==> src/rtl/y86_pkg.sv <==
// Shared Y86 pipeline definitions: icodes, status encodings, register IDs and the W payload.
package y86_pkg;

    localparam int unsigned ICODE_W = 4;
    localparam int unsigned REG_W   = 4;
    localparam int unsigned VAL_W   = 64;

    localparam logic [ICODE_W-1:0] I_HALT   = 4'h0;
    localparam logic [ICODE_W-1:0] I_NOP    = 4'h1;
    localparam logic [ICODE_W-1:0] I_RRMOVQ = 4'h2;
    localparam logic [ICODE_W-1:0] I_IRMOVQ = 4'h3;
    localparam logic [ICODE_W-1:0] I_RMMOVQ = 4'h4;
    localparam logic [ICODE_W-1:0] I_MRMOVQ = 4'h5;
    localparam logic [ICODE_W-1:0] I_OPQ    = 4'h6;
    localparam logic [ICODE_W-1:0] I_JXX    = 4'h7;
    localparam logic [ICODE_W-1:0] I_CALL   = 4'h8;
    localparam logic [ICODE_W-1:0] I_RET    = 4'h9;
    localparam logic [ICODE_W-1:0] I_PUSHQ  = 4'hA;
    localparam logic [ICODE_W-1:0] I_POPQ   = 4'hB;

    localparam logic [1:0] S_AOK = 2'd0;
    localparam logic [1:0] S_HLT = 2'd1;
    localparam logic [1:0] S_ADR = 2'd2;
    localparam logic [1:0] S_INS = 2'd3;

    localparam logic [REG_W-1:0]   RNONE     = 4'hF;
    localparam logic [REG_W-1:0]   RRSP      = 4'h4;
    localparam logic [ICODE_W-1:0] NOP_ICODE = I_NOP;

    typedef struct packed {
        logic [ICODE_W-1:0] icode;
        logic               cond;
        logic [REG_W-1:0]   reg_a;
        logic [REG_W-1:0]   reg_b;
        logic [VAL_W-1:0]   val_e;
        logic [VAL_W-1:0]   val_m;
    } w_reg_t;

    localparam w_reg_t W_BUBBLE = '{icode: NOP_ICODE, cond: 1'b0, reg_a: RNONE,
                                    reg_b: RNONE, val_e: '0, val_m: '0};

endpackage

==> src/rtl/wb_stage_if.sv <==
// Memory-stage to write-back bus; retire_count exists only with WB_RETIRE_COUNT_EN.
interface wb_stage_if #(parameter int unsigned STAT_W = 2);

    logic [STAT_W-1:0] m_stat;
    logic [3:0]        m_icode;
    logic              m_cond;
    logic [3:0]        m_regA;
    logic [3:0]        m_regB;
    logic [63:0]       m_valE;
    logic [63:0]       m_valM;
    logic              w_stall;
    logic              w_bubble;
    logic [3:0]        w_icode;
    logic              w_cond;
    logic [3:0]        w_regA;
    logic [3:0]        w_regB;
    logic [63:0]       w_valE;
    logic [63:0]       w_valM;
    logic [3:0]        w_dstE;
    logic [3:0]        w_dstM;
    logic [STAT_W-1:0] w_stat;
    logic              halted;
`ifdef WB_RETIRE_COUNT_EN
    logic [63:0]       retire_count;
`endif

    modport master (
        output m_stat, m_icode, m_cond, m_regA, m_regB, m_valE, m_valM, w_stall, w_bubble,
        input  w_icode, w_cond, w_regA, w_regB, w_valE, w_valM, w_dstE, w_dstM, w_stat, halted
`ifdef WB_RETIRE_COUNT_EN
        , input retire_count
`endif
    );

    modport slave (
        input  m_stat, m_icode, m_cond, m_regA, m_regB, m_valE, m_valM, w_stall, w_bubble,
        output w_icode, w_cond, w_regA, w_regB, w_valE, w_valM, w_dstE, w_dstM, w_stat, halted
`ifdef WB_RETIRE_COUNT_EN
        , output retire_count
`endif
    );

endinterface

==> src/rtl/wb_dst_decode.sv <==
// Effective destination register IDs of an instruction; shared with the forwarding unit.
module wb_dst_decode
    import y86_pkg::*;
(
    input  logic [ICODE_W-1:0] icode,
    input  logic               cond,
    input  logic [REG_W-1:0]   reg_a,
    input  logic [REG_W-1:0]   reg_b,
    input  logic               stat_ok,
    output logic [REG_W-1:0]   dst_e_c,
    output logic [REG_W-1:0]   dst_m_c
);

    always_comb begin
        dst_e_c = RNONE;
        dst_m_c = RNONE;
        if (stat_ok) begin
            case (icode)
                I_RRMOVQ:                        if (cond) dst_e_c = reg_b;
                I_IRMOVQ, I_OPQ:                 dst_e_c = reg_b;
                I_CALL, I_RET, I_PUSHQ, I_POPQ:  dst_e_c = RRSP;
                default:                         dst_e_c = RNONE;
            endcase
            if (icode == I_MRMOVQ || icode == I_POPQ) dst_m_c = reg_a;
        end
    end

endmodule

==> src/rtl/wb_stage.sv <==
// Y86 write-back stage: W pipeline register, write masking, sticky halt.
// Optional WB_RETIRE_COUNT_EN adds a retired-instruction counter.
module wb_stage
    import y86_pkg::*;
#(
    parameter int unsigned STAT_W = 2
)
(
    input  logic       clock,
    input  logic       reset,
    wb_stage_if.slave  wb
);

    w_reg_t            w_q;
    logic [STAT_W-1:0] stat_q;
    logic              halted_q;
    logic              stat_ok_c;
    logic              m_ok_c;
    logic [REG_W-1:0]  dst_e_c;
    logic [REG_W-1:0]  dst_m_c;

    assign stat_ok_c = (stat_q == STAT_W'(S_AOK));
    assign m_ok_c    = (wb.m_stat == STAT_W'(S_AOK));

    // Once halted the register freezes regardless of stall/bubble until reset.
    always_ff @(posedge clock) begin
        if (reset) begin
            w_q      <= W_BUBBLE;
            stat_q   <= STAT_W'(S_AOK);
            halted_q <= 1'b0;
        end else if (!halted_q && !wb.w_stall) begin
            if (wb.w_bubble) begin
                w_q    <= W_BUBBLE;
                stat_q <= STAT_W'(S_AOK);
            end else begin
                w_q      <= '{icode: wb.m_icode, cond: wb.m_cond, reg_a: wb.m_regA,
                              reg_b: wb.m_regB, val_e: wb.m_valE, val_m: wb.m_valM};
                stat_q   <= wb.m_stat;
                halted_q <= !m_ok_c;
            end
        end
    end

    wb_dst_decode u_dst_decode (
        .icode   (w_q.icode),
        .cond    (w_q.cond),
        .reg_a   (w_q.reg_a),
        .reg_b   (w_q.reg_b),
        .stat_ok (stat_ok_c),
        .dst_e_c (dst_e_c),
        .dst_m_c (dst_m_c)
    );

    // A faulting instruction shows as NOP so it never touches architectural state.
    assign wb.w_icode = stat_ok_c ? w_q.icode : NOP_ICODE;
    assign wb.w_cond  = w_q.cond;
    assign wb.w_regA  = w_q.reg_a;
    assign wb.w_regB  = w_q.reg_b;
    assign wb.w_valE  = w_q.val_e;
    assign wb.w_valM  = w_q.val_m;
    assign wb.w_dstE  = dst_e_c;
    assign wb.w_dstM  = dst_m_c;
    assign wb.w_stat  = stat_q;
    assign wb.halted  = halted_q;

`ifdef WB_RETIRE_COUNT_EN
    logic [63:0] retire_q;
    logic        load_c;

    assign load_c = !halted_q && !wb.w_stall && !wb.w_bubble;

    always_ff @(posedge clock) begin
        if (reset) begin
            retire_q <= '0;
        end else if (load_c && m_ok_c) begin
            retire_q <= retire_q + 64'd1;
        end
    end

    assign wb.retire_count = retire_q;
`endif

endmodule

==> src/flat_wrapper.sv <==
// flat-port wrapper written by rule: the top's interface ports become plain ports
module wb_stage_flat import y86_pkg::*;
#(
    parameter int unsigned STAT_W = 2
)
  (clock, reset, wb_m_stat, wb_m_icode, wb_m_cond, wb_m_regA, wb_m_regB, wb_m_valE, wb_m_valM, wb_w_stall, wb_w_bubble, wb_w_icode, wb_w_cond, wb_w_regA, wb_w_regB, wb_w_valE, wb_w_valM, wb_w_dstE, wb_w_dstM, wb_w_stat, wb_halted);
  wb_stage_if #(.STAT_W(STAT_W)) wb_i ();
  input  logic clock;
  input  logic reset;
  input wire logic [$bits(wb_i.m_stat)-1:0] wb_m_stat;
  input wire logic [$bits(wb_i.m_icode)-1:0] wb_m_icode;
  input wire logic [$bits(wb_i.m_cond)-1:0] wb_m_cond;
  input wire logic [$bits(wb_i.m_regA)-1:0] wb_m_regA;
  input wire logic [$bits(wb_i.m_regB)-1:0] wb_m_regB;
  input wire logic [$bits(wb_i.m_valE)-1:0] wb_m_valE;
  input wire logic [$bits(wb_i.m_valM)-1:0] wb_m_valM;
  input wire logic [$bits(wb_i.w_stall)-1:0] wb_w_stall;
  input wire logic [$bits(wb_i.w_bubble)-1:0] wb_w_bubble;
  output wire logic [$bits(wb_i.w_icode)-1:0] wb_w_icode;
  output wire logic [$bits(wb_i.w_cond)-1:0] wb_w_cond;
  output wire logic [$bits(wb_i.w_regA)-1:0] wb_w_regA;
  output wire logic [$bits(wb_i.w_regB)-1:0] wb_w_regB;
  output wire logic [$bits(wb_i.w_valE)-1:0] wb_w_valE;
  output wire logic [$bits(wb_i.w_valM)-1:0] wb_w_valM;
  output wire logic [$bits(wb_i.w_dstE)-1:0] wb_w_dstE;
  output wire logic [$bits(wb_i.w_dstM)-1:0] wb_w_dstM;
  output wire logic [$bits(wb_i.w_stat)-1:0] wb_w_stat;
  output wire logic [$bits(wb_i.halted)-1:0] wb_halted;
  assign wb_i.m_stat = wb_m_stat;
  assign wb_i.m_icode = wb_m_icode;
  assign wb_i.m_cond = wb_m_cond;
  assign wb_i.m_regA = wb_m_regA;
  assign wb_i.m_regB = wb_m_regB;
  assign wb_i.m_valE = wb_m_valE;
  assign wb_i.m_valM = wb_m_valM;
  assign wb_i.w_stall = wb_w_stall;
  assign wb_i.w_bubble = wb_w_bubble;
  assign wb_w_icode = wb_i.w_icode;
  assign wb_w_cond = wb_i.w_cond;
  assign wb_w_regA = wb_i.w_regA;
  assign wb_w_regB = wb_i.w_regB;
  assign wb_w_valE = wb_i.w_valE;
  assign wb_w_valM = wb_i.w_valM;
  assign wb_w_dstE = wb_i.w_dstE;
  assign wb_w_dstM = wb_i.w_dstM;
  assign wb_w_stat = wb_i.w_stat;
  assign wb_halted = wb_i.halted;
  wb_stage #(.STAT_W(STAT_W)) u_core (.clock(clock), .reset(reset), .wb(wb_i));
endmodule
==> config.mk <==
export PLATFORM = sky130hd
export DESIGN_NAME = wb_stage_flat
export DESIGN_NICKNAME = d
export VERILOG_FILES = /design/src/rtl/y86_pkg.sv /design/src/rtl/wb_stage_if.sv /design/src/rtl/wb_dst_decode.sv /design/src/rtl/wb_stage.sv /design/src/flat_wrapper.sv
export SDC_FILE = /design/constraint.sdc
export NUM_CORES = 1
export LEC_CHECK = 0
export BUFFER_PORTS_ARGS = -buffer_cell sky130_fd_sc_hd__buf_2
export CORE_AREA = 2 2 117 119
export CTS_BUF_LIST = sky130_fd_sc_hd__clkbuf_8
export CTS_CLUSTER_SIZE = 24
export DETAILED_ROUTE_END_ITERATION = 6
export DIE_AREA = 0 0 119 121
export PLACE_DENSITY = 0.78
export SLEW_MARGIN = 20
export SYNTH_ARGS = -nofsm -noshare
export SYNTH_HDL_FRONTEND = slang
export SYNTH_SLANG_ARGS = --single-unit
==> constraint.sdc <==
create_clock -name clock -period 1.8 [get_ports clock]
set_clock_uncertainty 0.2 [all_clocks]
set_input_delay 0.09 -clock clock [delete_from_list [all_inputs] [get_ports clock]]
set_output_delay 0.09 -clock clock [all_outputs]
set_load 0.02 [all_outputs]
; ---- Yosys cells after proc, flatten, opt, wreduce, memory -nomap -nowiden
; Cells that the tools add are included.
[totals]
regBits = 144
inputBits = 147
wordCells = 35
[classes]
eq_ne = 8
mux = 8
n_bitwise = 1
n_reduce_logical = 10
[ops]
columns = operator, count
row1 = 141-bit 2-to-1 mux, 1
row2 = 4-bit 2-to-1 mux, 5
row3 = 4-bit == test (second input constant), 4
row4 = 4-bit one-hot mux with 3 select lines, 1
row5 = 4-bit by 2-bit == test with 1-bit output (second input constant), 2
row6 = 4-bit by 3-bit == test with 1-bit output (second input constant), 2
row7 = 2-bit zero test, 2
row8 = 4-bit OR reduction, 1
row9 = 1-bit zero test, 3
row10 = 2-bit 2-to-1 mux, 1
row11 = 2-bit AND reduction, 1
row12 = 2-bit OR reduction, 1
row13 = 1-bit logical AND, 1
row14 = 1-bit logical OR, 1
row15 = 1-bit NOT, 1

; ---- Depth between registers and ports, before layout
[depth]
depth_word = 4
mapped_depth = 6
ltp_nobuf = 3

; ---- By module
; Synthesis repeated with hierarchy kept, for this count alone.
[hier_totals]
hier_cells = 805
area_unflattened_um2 = 6755.2
[by_module_without_submodules]
columns = module, instances, cells_each, area_per_inst_um2, seq_area_each_um2
row1 = wb_stage, 1, 783, 6616.3, 2882.8
row2 = wb_dst_decode, 1, 22, 138.9, 0.0

; ---- Worst setup path after synthesis
; OpenSTA, ideal clock, no wires.
[synth_path]
path_kind = register to output
from = register u_core.w_q, in the netlist u_core.wb.w_cond
to = output wb_w_dstE[0]
arrival_time_ns = 1.213
required_ns = 1.510
path_slack_ns = 0.297
path_stages_with_launch = 4
path_buffers = 0
path_cell_list = dfxtp_1 -> nor3_1 -> nor2_1 -> o21ai_0
[synth_via]
elab_chain_cells = 3
[synth_lines]
columns = item, line_no
row1 = start: declaration, wb_stage.sv:14  ; w_reg_t w_q;
row2 = start signal: assignment, wb_stage.sv:36  ; w_q <= '{icode: wb.m_icode, cond: wb.m_cond, reg_a: wb.m_regA,
row3 = 4-bit 2-to-1 mux, wb_dst_decode.sv:19  ; I_RRMOVQ: if (cond) dst_e_c = reg_b;
row4 = 4-bit one-hot mux with 3 select lines, wb_dst_decode.sv:18  ; case (icode)
row5 = 4-bit 2-to-1 mux, wb_dst_decode.sv:17  ; if (stat_ok) begin
row6 = end: declaration, flat_wrapper.sv:25  ; output wire logic [$bits(wb_i.w_dstE)-1:0] wb_w_dstE;
; Every way passes these cells.

; ---- Final worst setup path
[layout_path]
from = register u_core.w_q[138] (netlist bit)
to = output wb_w_dstM[2]
[layout_via]
elab_chain_cells = 4
[layout_lines]
columns = item, line_no
row1 = 4-bit by 3-bit == test with 1-bit output / 4-bit == test (equally long branches), wb_dst_decode.sv:24  ; if (icode == I_MRMOVQ || icode == I_POPQ) dst_m_c = reg_a;
row2 = 1-bit logical OR (*), wb_dst_decode.sv:24
row3 = 4-bit 2-to-1 mux (*), wb_dst_decode.sv:24
row4 = 4-bit 2-to-1 mux (*), wb_dst_decode.sv:17
row5 = end: declaration, flat_wrapper.sv:26  ; output wire logic [$bits(wb_i.w_dstM)-1:0] wb_w_dstM;
; Every way passes the cells marked *; elsewhere a longest branch is shown, timed or not.

==> tab_implementation.tex <==
\begin{tabular}{lr}
\hline
Metric & Value \\
\hline
\multicolumn{2}{l}{\textbf{Final layout}} \\
\quad Utilization after layout & 0.723 \\
\quad Synthesis-to-finish area growth & 64.6\% \\
\quad Fraction of final layout cells with drive strength greater than 1 & 0.329 \\
\quad Number of nets in the layout & between 1000 and 1500 \\
\quad Antenna diode instance count & 0 \\
\multicolumn{2}{l}{\textbf{Setup path}} \\
\quad Crit path kind & register to primary output \\
\quad CP Data Required Time & around 1.5 ns \\
\quad Critical path fanouts, max & 4 \\
\quad Arrival time worst endpoint & 1.60 ns \\
\quad Worst Reg2Reg Path Length in Cells & 5 \\
\quad Crit path capture type & primary output \\
\quad Element type at the critical path start & register \\
\multicolumn{2}{l}{\textbf{Floorplan}} \\
\quad Top-level I/O count & roughly 300 \\
\quad FP Rows & 42 \\
\quad Initial standard-cell utilization of the core & 0.439 \\
\quad Die H & $\sim$120 µm \\
\quad Core Region & roughly 0.013 mm² \\
\quad Die boundary width & approximately 120 µm \\
\quad Die footprint & $\sim$0.014 mm² \\
\multicolumn{2}{l}{\textbf{Placed design}} \\
\quad Final weighted congestion in routability-driven placement & roughly 0.8 \\
\quad Port-buffer cells & $\sim$300 \\
\quad DP HPWL & between 10000 and 15000 µm \\
\multicolumn{2}{l}{\textbf{Routing}} \\
\quad Ratio of routed vias to standard cells & about 5.2 \\
\quad Post-detailed-routing wire length & about 22000 µm \\
\quad Wire length per cell after detailed routing & 16.9 µm \\
\quad 1st-pass router iterations & 5 \\
\quad Via count & about 6700 \\
\quad DRC violations left & 0 \\
\quad Count of routing violations after the opening detailed-route iteration & $\sim$480 \\
\quad Remaining number of nets flagged by the antenna check after routing & 0 \\
\multicolumn{2}{l}{\textbf{Global route}} \\
\quad Global-route wire length before repair & 33900 µm \\
\quad Grt total ovfl & 0 \\
\quad Maximum number of pins on one net before global-route repair & 145 \\
\quad Number of antenna violations at the first check in global routing & 0 \\
\quad Overall track demand over capacity in global routing & 0.295 \\
\quad Number of global-route vias before repair & 6902 \\
\multicolumn{2}{l}{\textbf{STA}} \\
\quad Transition time of the tightest slew-check pin & between 0.4 and 0.5 ns \\
\quad Period utilisation layout & 1.05 \\
\quad Setup repair after global routing missed its margin & yes \\
\quad Max-slew violation count & 0 \\
\quad Min setup slack post-route & -0.0862 ns \\
\quad Number of hold violations in the final report & 0 \\
\quad Maximum achievable frequency & 530 MHz \\
\quad Worst rel slew slack & 0.672 \\
\quad Final Critical Period & between 1.5 and 2 ns \\
\quad Final setup vio count & 6 \\
\multicolumn{2}{l}{\textbf{Hold path}} \\
\quad Hold crit path type & input pin to register \\
\quad Min-Delay Path Depth & 4 \\
\multicolumn{2}{l}{\textbf{Clock network}} \\
\quad \# clock sinks & 144 \\
\quad CTS max path bufs & 2 \\
\quad CTS Buf Count & 17 \\
\quad H-tree Lvls & 4 \\
\quad Clock transition at the register clock pins on the worst setup and hold paths after CTS & about 0.070 ns \\
\quad Clk\_lat worst skew & 0.44 ns \\
\quad Root buf cell & clkbuf\_8 \\
\quad Clock tree from TritonCTS & done \\
\multicolumn{2}{l}{\textbf{Run status}} \\
\quad Violated checks & negative setup slack \\
\quad Outcome & finished with violations \\
\multicolumn{2}{l}{\textbf{Synth}} \\
\quad Flip-flop and latch count after synthesis & $\sim$140 \\
\quad Net count after synthesis & just over 800 \\
\quad Register area share after synthesis & 0.502 \\
\quad Synth Warn \# & 0 \\
\quad Avg Inst Size Synth & between 8 and 9 µm² \\
\quad Post-synthesis cell count & about 670 \\
\quad Cell area after synthesis & between 0.005 and 0.006 mm² \\
\quad Count of distinct cell types in the synthesized netlist & 25 \\
\multicolumn{2}{l}{\textbf{Power and ir drop}} \\
\quad Worst supply voltage drop on vdd & 0.501 mV \\
\quad Design Power & 7.88 mW \\
\quad Power density over the cells & around 830 mW/mm² \\
\quad Reported leakage power & roughly 4.1 nW \\
\multicolumn{2}{l}{\textbf{Run}} \\
\quad Number of violations of the max-capacitance limit & 0 \\
\hline
\end{tabular}
==> path summary, 6_finish.rpt <==
kind / from / end / slack (ns)
min reg2reg: u_core.wb.w_valM[13] / u_core.wb.w_valM[13] / 0.25
max: u_core.w_q[138] / wb_w_dstM[2] / -0.09
min: wb_w_bubble / u_core.wb.w_regB[0] / 0.15
max reg2reg: u_core.wb.halted / u_core.wb.w_valE[12] / 0.23
==> layout by cell type (no fill, tap or decap), types with 5 or more instances in the layout <==
master	count
a21oi_1	135
buf_12	11
buf_2	291
buf_4	9
buf_6	8
bufinv_16	6
clkbuf_8	20
dfxtp_1	141
dlygate4sd3_1	145
nand2_1	136
nand3b_1	135
nor2_1	14
nor3_1	10
o21bai_1	9
or2_4	5
==> worst max-delay path, stage by stage (launching register included) <==
cell and delay, ns:
dfxtp_4 0.35, nor3b_2 0.16, o211ai_1 0.11, buf_4 0.17, or2_4 0.23, buf_6 0.13
==> flip-flops by register name, summed over array words and instances, names as in the netlist <==
signal and cells:
u_core.wb.w_valE 64, u_core.w_q 4, u_core.wb.w_cond 1, u_core.wb.w_regA 4
u_core.wb.w_stat 2, u_core.wb.w_regB 4, u_core.wb.halted 1, u_core.wb.w_valM 64
==> cells by family after synthesis <==
family	after synthesis	synth area share
flip-flops	144	0.502
buffers and inverters	67	0.0595
AND/OR/NAND/NOR	309	0.299
AO/OA/AOI/OAI	153	0.140
==> cell usage after synthesis <==
cell         n  area share
a21oi_1    135        0.12
and2_1       2      0.0022
and3b_1      1      0.0015
buf_1        6      0.0039
buf_2       18       0.016
buf_4        2      0.0026
buf_6        8       0.016
clkbuf_1    30       0.020
dfxtp_1    144        0.50
inv_1        3      0.0020
nand2_1    136       0.089
nand3_1      1     0.00087
nand3b_1   135        0.18
nor2_1      15      0.0098
nor2_4       1      0.0020
nor2b_1      1      0.0011
nor3_1      11      0.0096
nor3b_1      1      0.0013
o2111ai_1    1      0.0015
o211a_1      1      0.0017
o211ai_1     2      0.0026
o21ai_0      5      0.0044
o21bai_1     9       0.012
or2_1        1      0.0011
or2_2        4      0.0044
==> cell type report <==
type                       count  area, µm²
inverter                       3       11.3
sequential                   144       2890
multi-input combinational    462       2560
timing repair buffer         464       3290
clock inverter                10        209
fill                         891       3630
tap                          176        220
clock buffer                  20        275
==> where the power goes <==
part	switching (mW)	internal (mW)	total [mW]
Combinational	0.723	0.649	1.37
Clock	1.23	1.89	3.12
Sequential	0.0763	3.31	3.39
Total	2.03	5.85	7.88
==> per-stage QoR <==
stage / TNS [ns] / cell area [µm²] / hold WS [ns] / setup slack (ns) / std cells
floorplan: 0 / 5740 / 0.0443 / 0.297 / 673
global placement: 0 / 7390 / 0.135 / 0.232 / 1099
detailed placement: 0 / 7390 / 0.140 / 0.186 / 1099
CTS: -0.600 / 9450 / 0.122 / -0.112 / 1279
global route: -1.15 / 9460 / 0.174 / -0.178 / 1279
finish: -0.402 / 9460 / 0.153 / -0.0862 / 1279
==> what timing repair did <==
item	CTS	global route
endpoints found under the setup margin	8	8
gates resized for setup	33	1
hold buffers	145	0
hold endpoints to repair	144	0
pin swaps	6	1
setup buffers	5	0
==> metal layers <==
layer,share of wire,vias to the layer above,global-route usage
met5,0,-,0
met4,0.046,0,0.173
met3,0.067,83,0.0907
met2,0.51,338,0.528
met1,0.38,3117,0.304
li1,-,3115,-
No activity file was read; power rests on OpenSTA's default activity.
